<file path="src/rtl/lfsr_prbs_gen_stream.sv">
// rtl/lfsr_prbs_gen_stream.sv - Streaming PRBS word generator with burst, stop and error injection
// Contains the combinational lfsr stepper and the valid/ready PRBS stream front end.

module lfsr #(
  parameter int                    LFSR_WIDTH        = 31,
  parameter logic [LFSR_WIDTH-1:0] LFSR_POLY         = 31'h10000001,
  parameter string                 LFSR_CONFIG       = "FIBONACCI",
  parameter int                    LFSR_FEED_FORWARD = 0,
  parameter int                    REVERSE           = 0,
  parameter int                    DATA_WIDTH        = 8,
  parameter string                 STYLE             = "AUTO"
) (
  input  logic [DATA_WIDTH-1:0] data_in,
  input  logic [LFSR_WIDTH-1:0] state_in,
  output logic [DATA_WIDTH-1:0] data_out,
  output logic [LFSR_WIDTH-1:0] state_out
);

  localparam int N = LFSR_WIDTH + DATA_WIDTH;
  localparam logic [LFSR_WIDTH-1:0] TAPS = LFSR_POLY >> 1;

  typedef logic [N-1:0][N-1:0] mat_t;

  // Bit-serial reference: MSB of the word is the first bit in time unless REVERSE.
  function automatic logic [N-1:0] lfsr_eval(input logic [LFSR_WIDTH-1:0] s_in,
                                             input logic [DATA_WIDTH-1:0] d_in);
    logic [LFSR_WIDTH-1:0] s;
    logic [DATA_WIDTH-1:0] d;
    logic                  fb;
    logic                  din;
    int                    idx;
    s = s_in;
    d = '0;
    for (int i = DATA_WIDTH - 1; i >= 0; i--) begin
      idx = (REVERSE != 0) ? DATA_WIDTH - 1 - i : i;
      din = d_in[idx];
      if (LFSR_CONFIG == "GALOIS") begin
        fb     = s[LFSR_WIDTH-1] ^ din;
        d[idx] = fb;
        s      = {s[LFSR_WIDTH-2:0], 1'b0} ^ (fb ? LFSR_POLY : '0);
      end else begin
        fb     = s[LFSR_WIDTH-1] ^ (^(s & TAPS));
        d[idx] = fb ^ din;
        s      = {s[LFSR_WIDTH-2:0], (LFSR_FEED_FORWARD != 0) ? din : (fb ^ din)};
      end
    end
    return {s, d};
  endfunction

  // The stepper is linear over GF(2), so its response to each one-hot input gives the XOR masks.
  function automatic mat_t build_masks();
    mat_t           m;
    logic [N-1:0]   e;
    logic [N-1:0]   y;
    m = '0;
    for (int k = 0; k < N; k++) begin
      e    = '0;
      e[k] = 1'b1;
      y    = lfsr_eval(e[LFSR_WIDTH-1:0], e[N-1:LFSR_WIDTH]);
      for (int o = 0; o < N; o++) begin
        m[o][k] = y[o];
      end
    end
    return m;
  endfunction

  logic [N-1:0] result;

  if (STYLE == "LOOP") begin : g_loop
    assign result = lfsr_eval(state_in, data_in);
  end else begin : g_reduce
    localparam mat_t MASKS = build_masks();
    logic [N-1:0] x;
    assign x = {data_in, state_in};
    for (genvar o = 0; o < N; o++) begin : g_bit
      assign result[o] = ^(MASKS[o] & x);
    end
  end

  assign data_out  = result[DATA_WIDTH-1:0];
  assign state_out = result[N-1:DATA_WIDTH];

endmodule

module lfsr_prbs_gen_stream #(
  parameter int                    LFSR_WIDTH  = 31,
  parameter logic [LFSR_WIDTH-1:0] LFSR_POLY   = 31'h10000001,
  parameter logic [LFSR_WIDTH-1:0] LFSR_INIT   = {LFSR_WIDTH{1'b1}},
  parameter int                    REVERSE     = 0,
  parameter int                    INVERT      = 1,
  parameter int                    DATA_WIDTH  = 8,
  parameter string                 STYLE       = "AUTO",
  parameter int                    COUNT_WIDTH = 32
) (
  input  logic                   clk,
  input  logic                   rst_n,
  input  logic                   start,
  input  logic                   stop,
  input  logic [COUNT_WIDTH-1:0] burst_len,
  input  logic                   inject_err,
  input  logic [DATA_WIDTH-1:0]  err_mask,
  output logic [DATA_WIDTH-1:0]  m_data,
  output logic                   m_valid,
  input  logic                   m_ready,
  output logic                   m_last,
  output logic                   busy,
  output logic                   inject_pending,
  output logic [COUNT_WIDTH-1:0] word_count
);

  typedef enum logic [1:0] {IDLE, RUN, STOPPING} fsm_t;

  localparam logic [DATA_WIDTH-1:0]  INV_MASK = (INVERT != 0) ? '1 : '0;
  localparam logic [COUNT_WIDTH-1:0] ONE      = {{(COUNT_WIDTH-1){1'b0}}, 1'b1};

  fsm_t                   fsm_reg, fsm_next;
  logic [LFSR_WIDTH-1:0]  state_reg;
  logic [DATA_WIDTH-1:0]  out_reg;
  logic [DATA_WIDTH-1:0]  mask_reg;
  logic                   pending_reg;
  logic [COUNT_WIDTH-1:0] count_reg, count_next, count_inc;
  logic [COUNT_WIDTH-1:0] burst_len_reg, burst_next;
  logic                   load, load_init, handshake;
  logic [LFSR_WIDTH-1:0]  seed, lfsr_state;
  logic [DATA_WIDTH-1:0]  lfsr_data, apply_mask;

  lfsr #(
    .LFSR_WIDTH        (LFSR_WIDTH),
    .LFSR_POLY         (LFSR_POLY),
    .LFSR_CONFIG       ("FIBONACCI"),
    .LFSR_FEED_FORWARD (0),
    .REVERSE           (REVERSE),
    .DATA_WIDTH        (DATA_WIDTH),
    .STYLE             (STYLE)
  ) u_lfsr (
    .data_in   ('0),
    .state_in  (seed),
    .data_out  (lfsr_data),
    .state_out (lfsr_state)
  );

  assign m_valid        = (fsm_reg != IDLE);
  assign busy           = m_valid;
  assign handshake      = m_valid & m_ready;
  assign count_inc      = count_reg + ONE;
  assign m_data         = out_reg;
  assign word_count     = count_reg;
  assign inject_pending = pending_reg;
  assign m_last         = m_valid & (burst_len_reg != '0) & (count_reg == burst_len_reg - ONE);

  // A same-cycle inject_err takes precedence so its fresh mask lands on this load.
  assign seed       = load_init ? LFSR_INIT : state_reg;
  assign apply_mask = inject_err ? err_mask : (pending_reg ? mask_reg : '0);

  always_ff @(posedge clk or negedge rst_n) begin
    if (!rst_n) begin
      fsm_reg <= IDLE;
    end else begin
      fsm_reg <= fsm_next;
    end
  end

  always_comb begin
    fsm_next   = fsm_reg;
    load       = 1'b0;
    load_init  = 1'b0;
    count_next = count_reg;
    burst_next = burst_len_reg;
    case (fsm_reg)
      IDLE: begin
        if (start && !stop) begin
          load       = 1'b1;
          load_init  = 1'b1;
          count_next = '0;
          burst_next = burst_len;
          fsm_next   = RUN;
        end
      end
      RUN: begin
        if (handshake) begin
          count_next = count_inc;
          if ((burst_len_reg != '0) && (count_inc == burst_len_reg)) begin
            fsm_next = IDLE;
          end else if (stop) begin
            fsm_next = IDLE;
          end else begin
            load = 1'b1;
          end
        end else if (stop) begin
          fsm_next = STOPPING;
        end
      end
      STOPPING: begin
        if (handshake) begin
          count_next = count_inc;
          fsm_next   = IDLE;
        end
      end
      default: fsm_next = IDLE;
    endcase
  end

  always_ff @(posedge clk or negedge rst_n) begin
    if (!rst_n) begin
      state_reg     <= LFSR_INIT;
      out_reg       <= '0;
      mask_reg      <= '0;
      pending_reg   <= 1'b0;
      count_reg     <= '0;
      burst_len_reg <= '0;
    end else begin
      count_reg     <= count_next;
      burst_len_reg <= burst_next;
      if (load) begin
        state_reg <= lfsr_state;
        out_reg   <= lfsr_data ^ INV_MASK ^ apply_mask;
      end
      if (inject_err) begin
        mask_reg <= err_mask;
      end
      if (load) begin
        pending_reg <= 1'b0;
      end else if (inject_err) begin
        pending_reg <= 1'b1;
      end
    end
  end

endmodule

</file>
<file path="config.mk">
export PLATFORM = sky130hd
export DESIGN_NAME = lfsr_prbs_gen_stream
export DESIGN_NICKNAME = d
export VERILOG_FILES = /design/src/rtl/lfsr_prbs_gen_stream.sv
export SDC_FILE = /design/constraint.sdc
export NUM_CORES = 1
export LEC_CHECK = 0
export BUFFER_PORTS_ARGS = -buffer_cell sky130_fd_sc_hd__buf_2
export CAP_MARGIN = 5
export CORE_MARGIN = 2
export CORE_UTILIZATION = 53
export CTS_BUF_LIST = sky130_fd_sc_hd__clkbuf_4 sky130_fd_sc_hd__clkbuf_8 sky130_fd_sc_hd__clkbuf_16
export DETAILED_ROUTE_END_ITERATION = 12
export PLACE_DENSITY = 0.87
export SLEW_MARGIN = 0
export SYNTH_ARGS = -nofsm -noshare
export SYNTH_HDL_FRONTEND = slang
export SYNTH_SLANG_ARGS = --single-unit
</file>
<file path="constraint.sdc">
create_clock -name clk -period 3.8 [get_ports clk]
set_clock_uncertainty 0.15 [all_clocks]
set_input_delay 0.57 -clock clk [delete_from_list [all_inputs] [get_ports clk]]
set_output_delay 0.57 -clock clk [all_outputs]
set_load 0.05 [all_outputs]
</file>
Word-level counts from Yosys, hierarchy flattened

Index checks and enable logic that the tools add are counted.

Register bits: 114
Input bits: 46
Output and inout bits: 44

Add/sub/neg operators: 2
Bitwise gates (word level): 5
Eq/ne operators: 9
Reductions and logical operators: 43
Muxes and demuxes: 21

Operator list:

| operator                | number |
|---|---|
| $reduce_xor A39 Y1      | 31 |
| $eq A32 B32 Y1          | 2 |
| $mux W32                | 2 |
| $pmux W32 S2            | 1 |
| $add A32 B1 Y32 const B | 1 |
| $reduce_bool A32 Y1     | 1 |
| $sub A32 B1 Y32 const B | 1 |
| $mux W31                | 1 |
| $mux W8                 | 2 |
| $mux W2                 | 6 |
| $not A8 Y8              | 1 |
| $xor A8 B8 Y8           | 1 |
| $mux W1                 | 7 |
| $ne A3 B3 Y1 const B    | 2 |
| $pmux W2 S3             | 1 |
| $reduce_bool A2 Y1      | 3 |
| $ne A2 B2 Y1 const B    | 2 |
| $reduce_and A4 Y1       | 1 |
| $and A1 B1 Y1           | 3 |
| $reduce_and A3 Y1       | 1 |
| $eq A2 B1 Y1 const B    | 1 |
| $eq A2 B2 Y1 const B    | 1 |
| $logic_and A1 B1 Y1     | 2 |
| $logic_not A2 Y1        | 1 |
| 5 further kinds         | 5 |

Depth between registers and ports, before layout

Gate-level depths: netlist of run 1.

Word-level depth: 8
Mapped depth: 14
Depth with buffers taken out: 11

Modules after synthesis

A second synthesis of run 1 with hierarchy kept.

Cells, all modules: 821
Area total of the unflattened synthesis: 7972.6 um2

Modules (own cells, without submodules):

| module               | instances | cells an instance | area an instance (um2) | sequential area each (um2) |
|---|---|---|---|---|
| lfsr_prbs_gen_stream | 1         | 782               | 7549.7                 | 2891.5 |
| lfsr                 | 1         | 39                | 422.9                  | 0.0 |

Least setup slack after synthesis of run 1

No wires, ideal clock.

Path type: register -> output
Start point: reg burst_len_reg[6]
End point: out m_last
Arrival: 4.048 ns
Required time: 3.080 ns
Path buffers: 0
Setup slack: -0.968 ns
Stages on the path, launching flop included: 10
Cell sequence: dfrtp_1 > or4_1 > nor3_2 > nand2_1 > or4_1 > xnor2_1 > nor4b_1 > nand4_1 > or4_1 > a211oi_1

Longest elaborated chain between the ends: 3

RTL lines:

| item                                                          | line | source |
|---|---|---|
| start: declaration                                            | 122  | `logic [COUNT_WIDTH-1:0] burst_len_reg, burst_next;` |
| start signal: assignment                                      | 213  | `burst_len_reg <= burst_next;` |
| $sub A32 B1 Y32 / $reduce_bool A32 Y1 (equally long branches) | 149  | `assign m_last = m_valid & (burst_len_reg != '0) & (count_reg == burst_len_reg - ONE);` |
| $eq A32 B32 Y1 / $and A1 B1 Y1 (equally long branches)        | 149  |  |
| $and A1 B1 Y1 *                                               | 149  |  |
| end: declaration                                              | 105  | `output logic m_last,` |

Mark *: on every way between the ends. The rest lies on a longest branch, timed or not.

Final worst setup path of run 1

Start point: reg burst_len_reg[7]
End point: out m_last

Same word-level chain as after synthesis.

==> results.sh, run 1 <==
export IMPL_cts_buffers=17
export IMPL_postCtsHoldBufs=0
export IMPL_layout_common_cells="nand2_1 (189), buf_2 (87), dfrtp_1 (80), buf_4 (80), xnor2_1 (51)"
export IMPL_timing_fmax_mhz=235
export IMPL_critPathKind="reg -> out"
export IMPL_htree_levels=4
export IMPL_worst_slack_ps=-458
export IMPL_hold_viol=0
export IMPL_cp_max_fo=3
export IMPL_rsz0062_at_grt="yes"
export IMPL_violations="setup timing"
export IMPL_cts_sinks=114
export IMPL_cts_tree="built"
export IMPL_numPortBuffers=89
export IMPL_cp_required_ps=3080
export IMPL_synth_area_mm2=0.00716
export IMPL_wl_per_cell_um=17.3
export IMPL_drv_slew=0
export IMPL_r2r_cells=13
export IMPL_die_h_um=120
export IMPL_clockRootBuffer="clkbuf_16"
export IMPL_vias=6790
export IMPL_ant_nets=0
export IMPL_grt_pass1_vias=6539
export IMPL_power_density_mw_per_mm2=744
export IMPL_synthFlopType="dfrtp_1"
export IMPL_n_fill_cell=991
export IMPL_start_kind="flop"
export IMPL_worst_hold_slack_ps=40.2
export IMPL_grt_max_degree=59
export IMPL_finalCritPeriodShare_pct=112
export IMPL_vias_per_cell=5.89
export IMPL_synthDistinctLibCells=65
export IMPL_syn_avg_cell_area_um2=8.59
export IMPL_cts_max_path_buffers=2
export IMPL_die_area_mm2=0.0145
export IMPL_hpwlAfterDp_um=14000
export IMPL_synth_seq_area_share_pct=40.4
export IMPL_timing_slew_headroom_pct=51.8
export IMPL_clock_latency_ps=440
export IMPL_critPathCaptureType="output pin"
export IMPL_finish_utilization_pct=67.6
export IMPL_r2r_end="m_data[4]$_DFFE_PN0P_"
export IMPL_grt_use_total_pct=28.7
export IMPL_yosysWarnings=0
export IMPL_drcViolationCount=0
export IMPL_tightestPinTransition_ps=724
export IMPL_grt_overflow=0
export IMPL_routabilityCongestion=0.944
export IMPL_drt_pass1_iter_count=7
export IMPL_reg2reg_from="word_count[6]$_DFFE_PN0P_"
export IMPL_routed_wl_um=20000
export IMPL_ys_seq_elements=114
export IMPL_finalSetupViolCount=1
export IMPL_synthArstFlopShare_pct=100
export IMPL_min_period_ps=4260
export IMPL_initial_core_util_pct=54.1
export IMPL_diodes=0
export IMPL_core_mm2=0.0132
export IMPL_drive_above_1_share_pct=28.2
export IMPL_std_cell_rows=42
export IMPL_nets=1015
export IMPL_critPathArrivalTime_ps=3540
export IMPL_synth_edf_count=0
export IMPL_path_clk_slew_ps=60
export IMPL_synth_top_area_share_pct=29.0
export IMPL_syn_num_nets=885
export IMPL_design_power_total_mw=6.65
export IMPL_ir_drop_uv=563
export IMPL_synth_largest_area_cell="dfrtp_1"
export IMPL_power_leakage_nw=3.87
export IMPL_grt_pass1_wl_um=32500
export IMPL_die_w_um=120
export IMPL_antenna_found_initial=0
export IMPL_io_pins=90
export IMPL_r2r_slack_ps=80
export IMPL_status="finished, violations left"
export IMPL_area_growth_pct=24.9
export IMPL_hold_class="in -> async"
export IMPL_synthCells=834
export IMPL_synth_top_cells_by_area="dfrtp_1 (29%), dfstp_2 (11%), nand2_1 (10%)"
export IMPL_drv_cap=0
export IMPL_drt_initial_drc_count=527
export IMPL_final_common_cell="nand2_1"
==> power breakdown <==
group	total (mW)	switching [mW]	internal, mW
clock network	1.63	0.620	1.01
logic	3.00	1.78	1.22
registers	2.03	0.343	1.68
total	6.65	2.75	3.91
==> cells by family after synthesis <==
kind of cell,synth area share (%)
DFF,40.4
buffers and inverters,4.63
adders and majority gates,0.874
AOI/OAI and AO/OA,13.2
and+or+nand+nor,24.3
xor gates and xnor gates,9.91
muxes,6.74
==> worst max-delay path, cell delays in order, from the launching register on <==
cell	delay (ps)
dfrtp_1	400
or4_4	550
or3_4	390
nor3_4	180
and3b_1	210
nand3_1	100
a32oi_1	220
nand4_1	100
or4_4	570
a211oi_4	190
buf_6	190
==> metal layers <==
metal  up-vias  part of all wire (%)  track usage, %
met5         -                     0               0
met4         0                   2.6            11.8
met3        52                   7.4            6.08
met2       288                    48            46.7
met1      3289                    42            37.5
li1       3161                     -               -
==> metrics by stage <==
stage | cell area (um2) | worst slack, ps | TNS, ps | cells
6_report | 8950 | -458 | -458 | 1153
5_1_grt | 8950 | -584 | -641 | 1153
4_1_cts | 8900 | -456 | -456 | 1152
3_5_place_dp | 8280 | -162 | -162 | 1120
3_3_place_gp | 8280 | -106 | -106 | 1120
2_1_floorplan | 7220 | -90.0 | -90.0 | 834
==> how the worst max path moves through the flow <==
stage / start / end / slack [ps] / cells past startpoint
2_1_floorplan: burst_len_reg[12]$_DFFE_PN0P_ / m_last / -90 / 9
3_3_place_gp: burst_len_reg[12]$_DFFE_PN0P_ / m_last / -110 / 10
3_5_place_dp: burst_len_reg[12]$_DFFE_PN0P_ / m_last / -160 / 10
4_1_cts: burst_len_reg[7]$_DFFE_PN0P_ / m_last / -460 / 10
5_1_grt: burst_len_reg[12]$_DFFE_PN0P_ / m_last / -580 / 10
6_report: burst_len_reg[7]$_DFFE_PN0P_ / m_last / -460 / 10
==> cell type report <==
type                       instances  area [um2]  area share [%]
tap                              176         220            2.46
clock buffer                      19         453            5.06
sequential                       114        2900            32.4
inverter                          16        60.1           0.671
multi-input combinational        643        4040            45.2
timing repair buffer             172        1130            12.6
clock inverter                    13         150            1.68
==> synth_stat cells, drive strengths merged, types with 5 or more instances <==
master / n
nand2: 190
dfrtp: 83
xnor2: 51
o21ai: 45
clkbuf: 42
nor2: 40
mux2i: 37
dfstp: 31
xor2: 30
nand3: 23
a21oi: 19
buf: 19
nand4: 17
inv: 16
nor3: 16
nor4: 15
o31ai: 15
nand2b: 13
or3: 12
o21a: 11
a31oi: 10
mux2: 10
a2bb2oi: 9
and2: 7
or4: 7
a211oi: 6
and3: 6
ha: 5
nor3b: 5
==> what timing repair did <==
action                     4_1_cts  5_1_grt
hold endpoints to repair         0        0
gates resized for setup          4        7
setup buffers                    0        1
setup endpoints to repair        1       26
pin swaps                        1        2
Note: power is estimated with default switching activity, not from simulation.
==> run 2, diff against run 1 <==
--- a/config.mk
+++ b/config.mk
@@ -5,13 +5,13 @@
 export SDC_FILE = /design/constraint.sdc
 export NUM_CORES = 1
 export LEC_CHECK = 0
-export BUFFER_PORTS_ARGS = -buffer_cell sky130_fd_sc_hd__buf_2
 export CAP_MARGIN = 5
 export CORE_MARGIN = 2
-export CORE_UTILIZATION = 53
+export CORE_UTILIZATION = 58
 export CTS_BUF_LIST = sky130_fd_sc_hd__clkbuf_4 sky130_fd_sc_hd__clkbuf_8 sky130_fd_sc_hd__clkbuf_16
 export DETAILED_ROUTE_END_ITERATION = 12
-export PLACE_DENSITY = 0.87
+export DONT_BUFFER_PORTS = 1
+export PLACE_DENSITY = 0.86
 export SLEW_MARGIN = 0
 export SYNTH_ARGS = -nofsm -noshare
 export SYNTH_HDL_FRONTEND = slang
==> results.sh, run 2 (synthesis gave the netlist of run 1 again) <==
export IMPL_status="finished, violations left"
export IMPL_violations="setup timing"
export IMPL_numPortBuffers=0
export IMPL_drt_pass1_iter_count=5
export IMPL_tightestPinTransition_ps=1270
export IMPL_pwr_share_clk_pct=23.3
export IMPL_cts_tree="built"
export IMPL_std_cell_rows=40
export IMPL_slowest_delay_ps=560
export IMPL_cts_buffers=17
export IMPL_worst_slack_ps=-461
export IMPL_p_switching_mw=2.72
export IMPL_die_w_um=115
export IMPL_path_clk_slew_ps=60
export IMPL_die_h_um=115
export IMPL_critPathTopFamily="simple AND/OR/NAND/NOR gates"
export IMPL_cp_required_ps=3080
export IMPL_intPower_mw=3.72
export IMPL_drt_initial_drc_count=807
export IMPL_diodes=0
export IMPL_grt_pass1_wl_um=31200
export IMPL_swShare_pct=42.2
export IMPL_n_fill_cell=852
export IMPL_io_pins=90
export IMPL_grt_max_degree=115
export IMPL_critPathKind="reg -> out"
export IMPL_postLayoutCellArea_mm2=0.00854
export IMPL_cts_sinks=114
export IMPL_finalCritPeriodShare_pct=112
export IMPL_design_power_total_mw=6.44
export IMPL_start_kind="flop"
export IMPL_drcViolationCount=0
export IMPL_core_mm2=0.0120
export IMPL_clockRootBuffer="clkbuf_16"
export IMPL_cp_max_fo=3
export IMPL_grt_pass1_vias=6146
export IMPL_vias_per_cell=6.40
export IMPL_drive_above_1_share_pct=22.4
export IMPL_wl_per_cell_um=19.3
export IMPL_pre_cts_ws_ps=-52.0
export IMPL_hold_viol=0
export IMPL_cts_max_path_buffers=2
export IMPL_ir_drop_uv=595
export IMPL_timing_fmax_mhz=235
export IMPL_place_area_mm2=0.00780
export IMPL_finalSetupViolCount=1
export IMPL_vias=6661
export IMPL_timing_slew_headroom_pct=15.3
export IMPL_initial_core_util_pct=59.6
export IMPL_antenna_found_initial=0
export IMPL_hpwlAfterDp_um=13700
export IMPL_layout_common_cells="nand2_1 (188), buf_4 (82), dfrtp_1 (81)"
export IMPL_drv_cap=0
export IMPL_grt_use_total_pct=30.4
export IMPL_cp_slowest_cell="or4_4"
export IMPL_clock_latency_ps=430
export IMPL_power_density_mw_per_mm2=754
export IMPL_routed_wl_um=20100
export IMPL_cpMostUsedCell="or4_4"
export IMPL_area_growth_pct=19.2
export IMPL_path_buf_inv=2
export IMPL_power_leakage_nw=3.50
export IMPL_die_area_mm2=0.0133
export IMPL_comb_power_share_pct=42.1
export IMPL_htree_levels=4
export IMPL_grt_overflow=0
export IMPL_worst_hold_slack_ps=99.8
export IMPL_crit_chain="or4_4, or3_4, nor2_4, buf_6, nand2_2, xor2_1, o31ai_1, nand3_1, or4_4, a211oi_4, buf_12"
export IMPL_final_common_cell="nand2_1"
export IMPL_rsz0062_at_grt="yes"
export IMPL_startpoint="burst_len_reg[12]$_DFFE_PN0P_"
export IMPL_critPathArrivalTime_ps=3540
export IMPL_ant_nets=0
export IMPL_hold_class="in -> reg"
export IMPL_routabilityCongestion=0.974
export IMPL_reg2reg_from="word_count[6]$_DFFE_PN0P_"
export IMPL_hp_start="burst_len[5]"
export IMPL_critPathCaptureType="output pin"
export IMPL_tns_ps=-461
export IMPL_nets=932
export IMPL_min_period_ps=4260
export IMPL_power_frac_seq_pct=34.6
export IMPL_drv_slew=0
run 2: cell count changes in the layout (fill, tap and decap cells not counted), sizes merged:
cell | before | now
inv | 19 | 17
clkinvlp | 2 | 5
bufinv | 2 | 1
dlygate4sd3 | 0 | 1
clkinv | 6 | 7
buf | 172 | 87
run 2: final timing paths:
check                                                 to  cells after the start  slack [ps]
setup / recovery                                  m_last                     11        -460
hold / removal              burst_len_reg[5]$_DFFE_PN0P_                      2         100
setup reg to reg                   m_data[2]$_DFFE_PN0P_                     12         130
hold reg to reg                  mask_reg[6]$_DFFE_PN0P_                      1         350
max in group asynchronous  burst_len_reg[27]$_DFFE_PN0P_                      2        2460
min in group asynchronous      word_count[8]$_DFFE_PN0P_                      2         570
run 2: area by class of cell:
cell class	instances	area (um2)	area share, %
clock buffers	18	439	5.14
flip-flops and latches	114	2890	33.9
repair buffers	89	749	8.78
well taps	147	184	2.15
clock inverters	14	115	1.35
multi-input cells	643	4100	48.0
inverters	16	60.1	0.703
run 2: power groups by stage:
stage	logic [mW]	clock network (mW)	registers [mW]
finish	2.71	1.50	2.23
global route	2.95	1.58	2.27
CTS	2.58	1.51	2.21
detailed placement	2.51	0	2.22
global placement	2.42	0	2.20
floorplan	1.83	0	2.15
run 2: layer usage:
layer | share of wire [%] | GRT usage [%] | up-vias
met2 | 48 | 47.8 | 374
li1 | - | - | 3003
met1 | 41 | 40.6 | 3236
met5 | 0 | 0 | -
met3 | 8.8 | 8.38 | 48
met4 | 2.8 | 11.2 | 0
run 2: repair_timing:
| item | in CTS | in global routing |
|---|---|---|
| hold endpoints to repair | 114 | 0 |
| cloned | 0 | 1 |
| endpoints found under the setup margin | 1 | 25 |
| hold buffers | 2 | 0 |
| buffers inserted | 0 | 3 |
| resized for setup | 4 | 18 |
| pin swaps | 1 | 3 |
run 2: metrics by stage:
stage / utilization (%) / instances
2_1_floorplan: - / 834
3_3_place_gp: 65.0 / 1003
3_5_place_dp: 65.0 / 1003
4_1_cts: 70.0 / 1037
5_1_grt: 71.1 / 1041
6_report: 71.1 / 1041
